## config.mk

```make
export PLATFORM = sky130hd
export DESIGN_NAME = diffusion_seq_flat
export DESIGN_NICKNAME = d
export VERILOG_FILES = /design/src/rtl/diffusion_seq_if.sv /design/src/rtl/diffusion_seq.sv /design/src/flat_wrapper.sv
export SDC_FILE = /design/constraint.sdc
export NUM_CORES = 1
export LEC_CHECK = 0
export ABC_AREA = 0
export CAP_MARGIN = 20
export CORE_MARGIN = 2
export CORE_UTILIZATION = 25
export CTS_BUF_LIST = sky130_fd_sc_hd__clkbuf_4 sky130_fd_sc_hd__clkbuf_8
export DETAILED_ROUTE_END_ITERATION = 10
export PLACE_DENSITY_LB_ADDON = 0.1
export SYNTH_ARGS = -nofsm -noshare
export SYNTH_HDL_FRONTEND = slang
export SYNTH_SLANG_ARGS = --single-unit
```

## constraint.sdc

```tcl
create_clock -name clock_i -period 3.1 [get_ports clock_i]
set_clock_uncertainty 0.1 [all_clocks]
set_input_delay 0.93 -clock clock_i [delete_from_list [all_inputs] [get_ports clock_i]]
set_output_delay 0.93 -clock clock_i [all_outputs]
set_load 0.005 [all_outputs]
```

## src/rtl/diffusion_seq_if.sv

```systemverilog
// Handshake bundle for diffusion_seq: upstream valid/ready with the input state,
// and downstream valid/ready with the diffused state.
//   slave  : view of the diffusion block (consumes state_i, produces state_o)
//   master : view of the surrounding datapath / testbench
// Optional: bypass_i exists only when DIFFUSION_BYPASS_EN is defined.
interface diffusion_seq_if #(
    parameter int unsigned WIDTH = 64
);
    logic                  valid_i;
    logic                  ready_o;
    logic [4:0][WIDTH-1:0] state_i;
    logic                  valid_o;
    logic                  ready_i;
    logic [4:0][WIDTH-1:0] state_o;
`ifdef DIFFUSION_BYPASS_EN
    logic                  bypass_i;

    modport slave (
        input  valid_i, state_i, ready_i, bypass_i,
        output ready_o, valid_o, state_o
    );
    modport master (
        output valid_i, state_i, ready_i, bypass_i,
        input  ready_o, valid_o, state_o
    );
`else
    modport slave (
        input  valid_i, state_i, ready_i,
        output ready_o, valid_o, state_o
    );
    modport master (
        output valid_i, state_i, ready_i,
        input  ready_o, valid_o, state_o
    );
`endif
endinterface

```

## src/rtl/diffusion_seq.sv

```systemverilog
// diffusion_seq: registered, handshaked Ascon linear diffusion layer p_L.
// Each lane becomes x ^ ror(x,a) ^ ror(x,b); all five lanes per cycle (LPC=5)
// or one lane per cycle (LPC=1).
// Ports:
//   clock_i  : rising-edge clock
//   resetb_i : asynchronous active-low reset
//   bus      : diffusion_seq_if.slave (valid_i/ready_o/state_i in,
//              valid_o/ready_i/state_o out, bypass_i when enabled)
// Optional feature macro: DIFFUSION_BYPASS_EN (adds bypass_i; a latched 1
// passes the state through unmodified with unchanged timing).
module diffusion_seq #(
    parameter int unsigned WIDTH = 64,
    parameter int unsigned LPC   = 5
) (
    input  logic           clock_i,
    input  logic           resetb_i,
    diffusion_seq_if.slave bus
);
    localparam int unsigned NLANES = 5;
    localparam int unsigned CNT_W  = 3;

    typedef logic [NLANES-1:0][WIDTH-1:0] state_t;
    typedef enum logic [1:0] {IDLE, RUN, DONE} fsm_t;

    // Elaboration-time parameter legality
    if (WIDTH < 8 || WIDTH > 64) begin : g_bad_width
        $error("diffusion_seq: WIDTH must be in 8..64");
    end
    if (LPC != 1 && LPC != 5) begin : g_bad_lpc
        $error("diffusion_seq: LPC must be 1 or 5");
    end

    // Right-rotate; amount taken mod WIDTH, a zero amount returns x
    function automatic logic [WIDTH-1:0] ror(input logic [WIDTH-1:0] x, input int unsigned amt);
        int unsigned r;
        r = amt % WIDTH;
        return (x >> r) | (x << (WIDTH - r));
    endfunction

    function automatic int unsigned rot_a(input logic [CNT_W-1:0] lane);
        case (lane)
            3'd0:    return 19;
            3'd1:    return 61;
            3'd2:    return 1;
            3'd3:    return 10;
            3'd4:    return 7;
            default: return 0;
        endcase
    endfunction

    function automatic int unsigned rot_b(input logic [CNT_W-1:0] lane);
        case (lane)
            3'd0:    return 28;
            3'd1:    return 39;
            3'd2:    return 6;
            3'd3:    return 17;
            3'd4:    return 41;
            default: return 0;
        endcase
    endfunction

    function automatic logic [WIDTH-1:0] diffuse_lane(input logic [CNT_W-1:0] lane,
                                                      input logic [WIDTH-1:0] x);
        return x ^ ror(x, rot_a(lane)) ^ ror(x, rot_b(lane));
    endfunction

    fsm_t             fsm_q,    fsm_d;
    logic [CNT_W-1:0] cnt_q,    cnt_d;
    state_t           work_q,   work_d;
    state_t           out_q,    out_d;
    logic             valid_q,  valid_d;
    logic             bypass_q, bypass_d;
    logic             bypass_in;
    logic             ready_c;
    logic             accept_c;

`ifdef DIFFUSION_BYPASS_EN
    assign bypass_in = bus.bypass_i;
`else
    assign bypass_in = 1'b0;
`endif

    // Ready depends only on FSM state and downstream ready, never on valid_i
    assign ready_c  = (fsm_q == IDLE) || ((fsm_q == DONE) && bus.ready_i);
    assign accept_c = bus.valid_i && ready_c;

    assign bus.ready_o = ready_c;
    assign bus.valid_o = valid_q;
    assign bus.state_o = out_q;

    // Next-state: lane sequencing in RUN, release in DONE, then capture on accept
    always_comb begin
        fsm_d    = fsm_q;
        cnt_d    = cnt_q;
        work_d   = work_q;
        out_d    = out_q;
        valid_d  = valid_q;
        bypass_d = bypass_q;

        case (fsm_q)
            RUN: begin
                out_d[cnt_q] = bypass_q ? work_q[cnt_q] : diffuse_lane(cnt_q, work_q[cnt_q]);
                if (cnt_q == CNT_W'(NLANES - 1)) begin
                    fsm_d   = DONE;
                    valid_d = 1'b1;
                    cnt_d   = '0;
                end else begin
                    cnt_d = cnt_q + CNT_W'(1);
                end
            end
            DONE: begin
                if (bus.ready_i) begin
                    fsm_d   = IDLE;
                    valid_d = 1'b0;
                end
            end
            default: ;
        endcase

        // Accept overrides the DONE release so back-to-back keeps streaming
        if (accept_c) begin
            work_d   = bus.state_i;
            bypass_d = bypass_in;
            if (LPC == 5) begin
                for (int i = 0; i < int'(NLANES); i++) begin
                    out_d[i] = bypass_in ? bus.state_i[i]
                                         : diffuse_lane(CNT_W'(i), bus.state_i[i]);
                end
                fsm_d   = DONE;
                valid_d = 1'b1;
            end else begin
                fsm_d   = RUN;
                cnt_d   = '0;
                valid_d = 1'b0;
            end
        end
    end

    // State register
    always_ff @(posedge clock_i or negedge resetb_i) begin
        if (!resetb_i) begin
            fsm_q    <= IDLE;
            cnt_q    <= '0;
            work_q   <= '0;
            out_q    <= '0;
            valid_q  <= 1'b0;
            bypass_q <= 1'b0;
        end else begin
            fsm_q    <= fsm_d;
            cnt_q    <= cnt_d;
            work_q   <= work_d;
            out_q    <= out_d;
            valid_q  <= valid_d;
            bypass_q <= bypass_d;
        end
    end
endmodule

```

## src/flat_wrapper.sv

```systemverilog
// flat-port wrapper written by rule: the top's interface ports become plain ports
module diffusion_seq_flat 
#(
    parameter int unsigned WIDTH = 64,
    parameter int unsigned LPC   = 5
)
  (clock_i, resetb_i, bus_valid_i, bus_state_i, bus_ready_i, bus_ready_o, bus_valid_o, bus_state_o);
  diffusion_seq_if #(.WIDTH(WIDTH)) bus_i ();
  input  logic clock_i;
  input  logic resetb_i;
  input wire logic [$bits(bus_i.valid_i)-1:0] bus_valid_i;
  input wire logic [$bits(bus_i.state_i)-1:0] bus_state_i;
  input wire logic [$bits(bus_i.ready_i)-1:0] bus_ready_i;
  output wire logic [$bits(bus_i.ready_o)-1:0] bus_ready_o;
  output wire logic [$bits(bus_i.valid_o)-1:0] bus_valid_o;
  output wire logic [$bits(bus_i.state_o)-1:0] bus_state_o;
  assign bus_i.valid_i = bus_valid_i;
  assign bus_i.state_i = bus_state_i;
  assign bus_i.ready_i = bus_ready_i;
  assign bus_ready_o = bus_i.ready_o;
  assign bus_valid_o = bus_i.valid_o;
  assign bus_state_o = bus_i.state_o;
  diffusion_seq #(.WIDTH(WIDTH), .LPC(LPC)) u_core (.clock_i(clock_i), .resetb_i(resetb_i), .bus(bus_i));
endmodule
```

# [Word level (Yosys, flattened, before mapping)]
# Cells that the tools add are included.
# W data, S select, Z words.
[totals] ff_bits=646 latch_bits=0 ramBits=0 rom_bits=0 input_bits=324 out_inout_bits=322 wordCells=123 n_memories=0
[classes] addsub=13 mul=0 div_mod_pow=0 magnitude_cmp=2 eq_ne=8 n_shift=24 muxes=30 bitwise_logic=24 reduce_logical=9
[op_table] cell="$or A64 B64 Y64" n=12
[op_table] cell="$shl A64 B32 Y64" n=12
[op_table] cell="$shr A64 B6 Y64" n=12
[op_table] cell="$xor A64 B64 Y64" n=12
[op_table] cell="$mux W320" n=2
[op_table] cell="$bwmux W320" n=1
[op_table] cell="$bmux W64 S3" n=1
[op_table] cell="$demux W64 S3" n=1
[op_table] cell="$mux W64" n=2
[op_table] cell="$sub A7 B6 Y8 const A" n=12
[op_table] cell="$mux W6" n=12
[op_table] cell="$pmux W6 S5" n=2
[op_table] cell="$eq A3 B2 Y1 const B" n=2
[op_table] cell="$mux W2" n=3
[op_table] cell="$lt A3 B4 Y1 const B" n=1
[op_table] cell="$pmux W2 S2" n=1
[op_table] cell="$add A3 B1 Y3 const B" n=1
[op_table] cell="$eq A3 B1 Y1 const B" n=1
[op_table] cell="$eq A3 B3 Y1 const B" n=1
[op_table] cell="$ge A3 B1 Y1 const B" n=1
[op_table] cell="$logic_and A1 B1 Y1" n=3
[op_table] cell="$logic_not A3 Y1" n=1
[op_table] cell="$mux W1" n=3
[op_table] cell="$mux W3" n=1
[op_table] cell="other kinds (10)" n=10

# [Longest topological paths before layout]
# Gate-level depths: netlist of run 1.
[logic_depth] depth_word=11 depth_mapped=5 mapped_depth_nobuf=3

# [Least setup slack after synthesis of run 1]
# OpenSTA, ideal clock, no wires.
[synth_timing] path_type="input to output" start="input bus_ready_i" end="output bus_ready_o" t_arrival_ps=1068 required_ps=2070 setup_slack_ps=1002 path_stages=1 path_buffers=0 cell_sequence="nand2b_4"
[synth_between] elab_chain_len=2
[synth_lines] element="start: declaration" line="flat_wrapper.sv:13" rtl="input wire logic [$bits(bus_i.ready_i)-1:0] bus_ready_i;"
[synth_lines] element="$logic_and A1 B1 Y1" line="diffusion_seq.sv:84" rtl="assign ready_c = (fsm_q == IDLE) || ((fsm_q == DONE) && bus.ready_i);"
[synth_lines] element="$logic_or A1 B1 Y1" line="diffusion_seq.sv:84"
[synth_lines] element="end: declaration" line="flat_wrapper.sv:14" rtl="output wire logic [$bits(bus_i.ready_o)-1:0] bus_ready_o;"
# No other way between the ends.

# [Worst setup path in the final report of run 1]
# Ends and elaborated chain as after synthesis.

==> impl_metrics.json, run 1 <==
{
  "drt-total-wl_mm": 66.44,
  "fillers": 7192,
  "endpoint": "bus_ready_o",
  "tns_ns": 0,
  "placedCellCount": 2934,
  "setup_viol": 0,
  "final_core_util": 0.3749,
  "cts_max_level": 3,
  "avgSynthCellArea_um2": 14.22,
  "period_minus_slack_ns": 3.013,
  "crit_path_start_kind": "input port",
  "ys_seq_area_frac": 0.4275,
  "report.final.slew_viol_count": 0,
  "avgViaCountPerCell": 4.027,
  "reg2reg_depth": 6,
  "vias": 12302,
  "yosys_warnings": 0,
  "drc": 0,
  "min_period_over_period": 0.9719,
  "post-dp-hpwl_mm": 53.04,
  "cts_tree": "yes",
  "r2r_setup_slack_ns": 1.24,
  "rr_endpoint": "u_core.bus.state_o[114]",
  "comb_power_share": 0.374,
  "port_buffers": 645,
  "hold_path.class": "in -> async",
  "maxCapViolations": 0,
  "cts.sinks": 321,
  "cts_setup_buffers": 0,
  "ys_types": 9,
  "start_util": 0.2524,
  "worst_ep_required_time_ns": 2.07,
  "antenna_found_initial": 18,
  "dr.first_iter.drc_count": 338,
  "status": "finished, final reports clean",
  "grt_start_max_net_pins": 76,
  "rsz0062_at_grt": "no",
  "synthSimpleGateAreaFrac": 0.001665,
  "grt_pass1_vias": 13943,
  "cts-root-buf": "clkbuf_8",
  "synth_cells": 1321,
  "finalHoldViolations": 0,
  "clock.fmax_ghz": 0.3319,
  "power-per-cell-area_nw_per_um2": 601.9,
  "io_pins": 646,
  "clock_latency_ns": 0.62,
  "grt.overflow.total": 0,
  "grt.total_usage": 0.1706,
  "num_rows": 100,
  "p_int_mw": 12.00,
  "p_leak_nw": 11.24,
  "cts_resized": 0,
  "path_class": "in -> out",
  "synth_fp_nets": 1645,
  "synth-xor-area-share": 0.2983,
  "arrival_ns": 1.98,
  "r2r_start": "u_core.bus.valid_o",
  "cts.clk_slew.worst_paths_ns": 0.05,
  "first_pass_iters": 5,
  "worstPathMaxFanout": 2,
  "area_growth_syn_to_layout_pct": 48.54,
  "grt_first_pass_wirelength_mm": 97.47,
  "drive_above_1_share": 0.2260,
  "switching_share": 0.2859,
  "muxShareOfSynthArea": 0.2509,
  "ir_drop_uv": 227.5,
  "core_um2": 74450,
  "layoutNonFillerInstCount": 3055,
  "chipHeight_um": 278.1,
  "hold_buffers": 0,
  "die_area_um2": 77360,
  "p_clk_frac": 0.275,
  "synth-compound-area-share": 0,
  "power.net_switching_mw": 4.803,
  "nets": 2359,
  "startpoint": "bus_ready_i",
  "netlist_area_um2": 18790,
  "cts_made_buffers": 68,
  "cts_buffer_depth": 3,
  "end_kind": "output pin",
  "yosys_register_bits": 321,
  "routabilityCongestion": 0.8033,
  "area.sequential_um2": 8033,
  "power_mw": 16.80,
  "p_seq_frac": 0.351,
  "ant_nets": 0,
  "die_w_um": 278.1,
  "post_synth_fa_ha_maj_area_fraction": 0,
  "multi_input_area_um2": 10360,
  "synth_top_family_by_area": "XOR/XNOR gates",
  "drt-wirelength-per-cell_um": 21.75,
  "slew_headroom": 0.6999,
  "worstMarginPinSlew_ns": 0.4502
}
==> logic make-up after synthesis <==
| logic type | Yosys count |
|---|---|
| muxes | 320 |
| DFF | 321 |
| and+or+nand+nor | 3 |
| buffers and inverters | 37 |
| xor gates and xnor gates | 640 |
==> placed cells by master, fill, tap and decap left out, drive strengths merged <==
cell	count
buf	37
inv	2
clkinvlp	3
nand2b	2
clkbuf	103
clkinv	2
clkdlybuf4s50	644
mux2	320
dfrtp	321
diode	11
nand2	1
xnor2	640
==> sequential cells by signal, summed over array words and instances, names as in the netlist <==
register	count
u_core.bus.valid_o	1
u_core.bus.state_o	320
==> cell usage after synthesis <==
library cell / count / area (um2)
buf_2: 2 / 10.01
buf_6: 35 / 394.1
dfrtp_1: 321 / 8033
mux2_2: 24 / 270.3
mux2_4: 296 / 4444
nand2_4: 1 / 11.26
nand2b_1: 1 / 6.260
nand2b_4: 1 / 13.76
xnor2_1: 640 / 5605
==> critical path, cell delays in order <==
cell and delay, ns:
clkdlybuf4s50_1 0.45, nand2b_4 0.11, clkdlybuf4s50_1 0.49
==> worst min-delay path by stage <==
stage                              end  slack (ns)  cells after the start
2_1_floorplan  u_core.bus.state_o[146]        0.40                      1
3_3_place_gp   u_core.bus.state_o[147]        0.39                      1
3_5_place_dp   u_core.bus.state_o[207]        0.39                      1
4_1_cts        u_core.bus.state_o[250]        0.04                      1
5_1_grt        u_core.bus.state_o[203]        0.07                      1
6_report       u_core.bus.state_o[216]         0.1                      1
==> metal layers <==
| layer | track usage | up-vias | part of all wire |
|---|---|---|---|
| met4 | 0.05267 | 16 | 0.023 |
| met5 | 0 | - | 0.0017 |
| met2 | 0.2958 | 403 | 0.50 |
| met3 | 0.06254 | 96 | 0.075 |
| met1 | 0.1946 | 5998 | 0.40 |
| li1 | - | 5789 | - |
==> layout make-up <==
class                           instances  area share
Multi-Input combinational cell        963      0.3712
Sequential cell                       321      0.2878
Timing Repair Buffer                  681      0.2493
Clock buffer                          103     0.04542
Tap cell                              969     0.04344
Clock inverter                          7    0.001793
Antenna cell                           11   0.0009864
==> stage by stage <==
step                instance area, um2  hold WS (ns)  setup slack [ns]
floorplan                        18790        0.4041             1.002
global placement                 26560        0.3908           0.05207
detailed placement               26560        0.3913           0.08333
CTS                              27880       0.04352           0.08095
global route                     27890       0.07231           0.02477
finish                           27910       0.09909           0.08711
==> power by group through the flow <==
stage | registers, mW | logic, mW | clock network (mW)
floorplan | 5.92 | 2.69 | 0
global placement | 5.93 | 6.38 | 0
detailed placement | 5.94 | 6.39 | 0
CTS | 5.91 | 6.41 | 4.86
global route | 6.04 | 6.68 | 5.02
finish | 5.90 | 6.28 | 4.62
(Power assumes the default switching activity.)
==> run 2: changes to the inputs <==
--- a/config.mk
+++ b/config.mk
@@ -6,6 +6,7 @@
 export NUM_CORES = 1
 export LEC_CHECK = 0
 export ABC_AREA = 0
+export ABC_CLOCK_PERIOD_IN_PS = 3100
 export CAP_MARGIN = 20
 export CORE_MARGIN = 2
 export CORE_UTILIZATION = 25
==> results of run 2 <==
The final DEF is identical to that of run 1; final timing and power are the same.
==> run 3: changes to the inputs <==
--- a/config.mk
+++ b/config.mk
@@ -7,11 +7,12 @@
 export LEC_CHECK = 0
 export ABC_AREA = 0
 export ABC_CLOCK_PERIOD_IN_PS = 3100
-export CAP_MARGIN = 20
+export CAP_MARGIN = 40
 export CORE_MARGIN = 2
 export CORE_UTILIZATION = 25
 export CTS_BUF_LIST = sky130_fd_sc_hd__clkbuf_4 sky130_fd_sc_hd__clkbuf_8
 export DETAILED_ROUTE_END_ITERATION = 10
+export MAX_ROUTING_LAYER = met4
 export PLACE_DENSITY_LB_ADDON = 0.1
 export SYNTH_ARGS = -nofsm -noshare
 export SYNTH_HDL_FRONTEND = slang
==> run 3 against run 2 <==
Compared with the run above: via count is essentially flat; global-route usage up 0.50 points; critical path depth stayed put; combinational power about the same; register-to-register slack hardly changed; final area about the same; routed wire length barely moved; first-iteration DRC count shrank 3.6%; core utilization about the same; worst hold slack better by 0.0026 ns; non-clock buffer count is the same; worst setup slack is essentially flat.
==> impl_metrics.json, run 3 (synthesis gave the netlist of run 1 again) <==
{
  "die_area_um2": 77360,
  "slew_headroom": 0.6973,
  "port_buffers": 645,
  "report.final.slew_viol_count": 0,
  "final.setup.worst_slack_ns": 0.08721,
  "ir_drop_uv": 228.4,
  "nets": 2359,
  "core_um2": 74450,
  "met2WireLength_mm": 33.61,
  "wl_met3_mm": 4.812,
  "drive_above_1_share": 0.2260,
  "start_util": 0.2524,
  "cts_made_buffers": 68,
  "period_minus_slack_ns": 3.013,
  "status": "finished, final reports clean",
  "grt_start_max_net_pins": 76,
  "cts_tree": "yes",
  "dr.first_iter.drc_count": 326,
  "wl_met1_mm": 26.51,
  "routed.top_layer": "met4",
  "placedCellCount": 2934,
  "layout.cells.most_common": "clkdlybuf4s50_1",
  "drc": 0,
  "crit_path_start_kind": "input port",
  "clock_latency_ns": 0.61,
  "mostFrequentLayoutCells": "644 x clkdlybuf4s50_1, 640 x xnor2_1, 321 x dfrtp_1",
  "power-per-cell-area_nw_per_um2": 601.0,
  "routabilityCongestion": 0.8149,
  "arrival_ns": 1.98,
  "vias": 12291,
  "p_leak_nw": 11.24,
  "worstPathMaxFanout": 2,
  "dpl_worst_slack_ns": 0.08333,
  "ant_nets": 0,
  "grt_first_pass_wirelength_mm": 97.35,
  "chipHeight_um": 278.1,
  "num_rows": 100,
  "fillers": 7192,
  "path_class": "in -> out",
  "cts_resized": 0,
  "die_w_um": 278.1,
  "clock.fmax_ghz": 0.3319,
  "first_pass_iters": 4,
  "worstMarginPinSlew_ns": 0.4540,
  "whs_ns": 0.1017,
  "antenna_found_initial": 18,
  "cts-root-buf": "clkbuf_8",
  "io_pins": 646,
  "post-dp-hpwl_mm": 53.04,
  "end_kind": "output pin",
  "drt-wirelength-per-cell_um": 21.69,
  "grt_pass1_vias": 13966,
  "hold_buffers": 0,
  "setup_viol": 0,
  "cts.clk_slew.worst_paths_ns": 0.05,
  "area_growth_syn_to_layout_pct": 48.64,
  "maxCapViolations": 0,
  "layoutNonFillerInstCount": 3063,
  "cts_buffer_depth": 3,
  "avgViaCountPerCell": 4.013,
  "min_period_over_period": 0.9719,
  "cts.sinks": 321,
  "drt-total-wl_mm": 66.43,
  "tns_ns": 0,
  "rsz0062_at_grt": "no",
  "grt.total_usage": 0.1756,
  "cts_setup_buffers": 0,
  "worst_ep_required_time_ns": 2.07,
  "largest_reg_flops": 320,
  "cts_max_level": 3,
  "hold_path.class": "in -> async",
  "finalHoldViolations": 0,
  "grt.overflow.total": 0
}
-- run 3: cell type report --
class	instances	area, um2	share of cell area
Multi-Input combinational cell	963	10360	0.3710
Clock inverter	7	50.05	0.001792
Antenna cell	19	47.55	0.001703
Clock buffer	103	1267	0.04539
Timing Repair Buffer	681	6957	0.2491
Sequential cell	321	8033	0.2876
Tap cell	969	1212	0.04341
-- run 3: path summary, 6_finish.rpt --
| check | endpoint | cells past startpoint | start | slack [ns] |
|---|---|---|---|---|
| max | bus_ready_o | 3 | bus_ready_i | 0.09 |
| min | u_core.bus.state_o[216] | 1 | resetb_i | 0.10 |
| max reg2reg | u_core.bus.state_o[114] | 6 | u_core.bus.valid_o | 1.24 |
| min reg2reg | u_core.bus.state_o[146] | 1 | u_core.bus.state_o[146] | 0.40 |
| max in group asynchronous | u_core.bus.state_o[229] | 3 | resetb_i | 1.92 |
| min in group clock_i | u_core.bus.state_o[146] | 1 | u_core.bus.state_o[146] | 0.40 |
-- run 3: power breakdown --
part / leakage, nW / internal, mW / total (mW) / switching, mW
clock network: 0.696 / 2.58 / 4.61 / 2.02
logic: 6.79 / 4.17 / 6.28 / 2.11
registers: 3.75 / 5.24 / 5.90 / 0.660
total: 11.2 / 12.0 / 16.8 / 4.79
-- run 3: critical path, cell delays in order --
cell,delay [ns]
clkdlybuf4s50_1,0.45
nand2b_4,0.11
clkdlybuf4s50_1,0.49
-- run 3: routing by layer --
metal / GRT usage / up-vias
met3: 0.05952 / 94
met5: - / -
met1: 0.1961 / 5994
li1: - / 5804
met2: 0.2958 / 399
met4: 0.05336 / 0
-- run 3: metrics by stage --
stage / power (mW) / cell area (um2) / utilization
floorplan: 8.607 / 18790 / -
global placement: 12.31 / 26560 / 0.3568
detailed placement: 12.33 / 26560 / 0.3568
CTS: 17.19 / 27880 / 0.3745
global route: 17.73 / 27920 / 0.3751
finish: 16.78 / 27930 / 0.3751
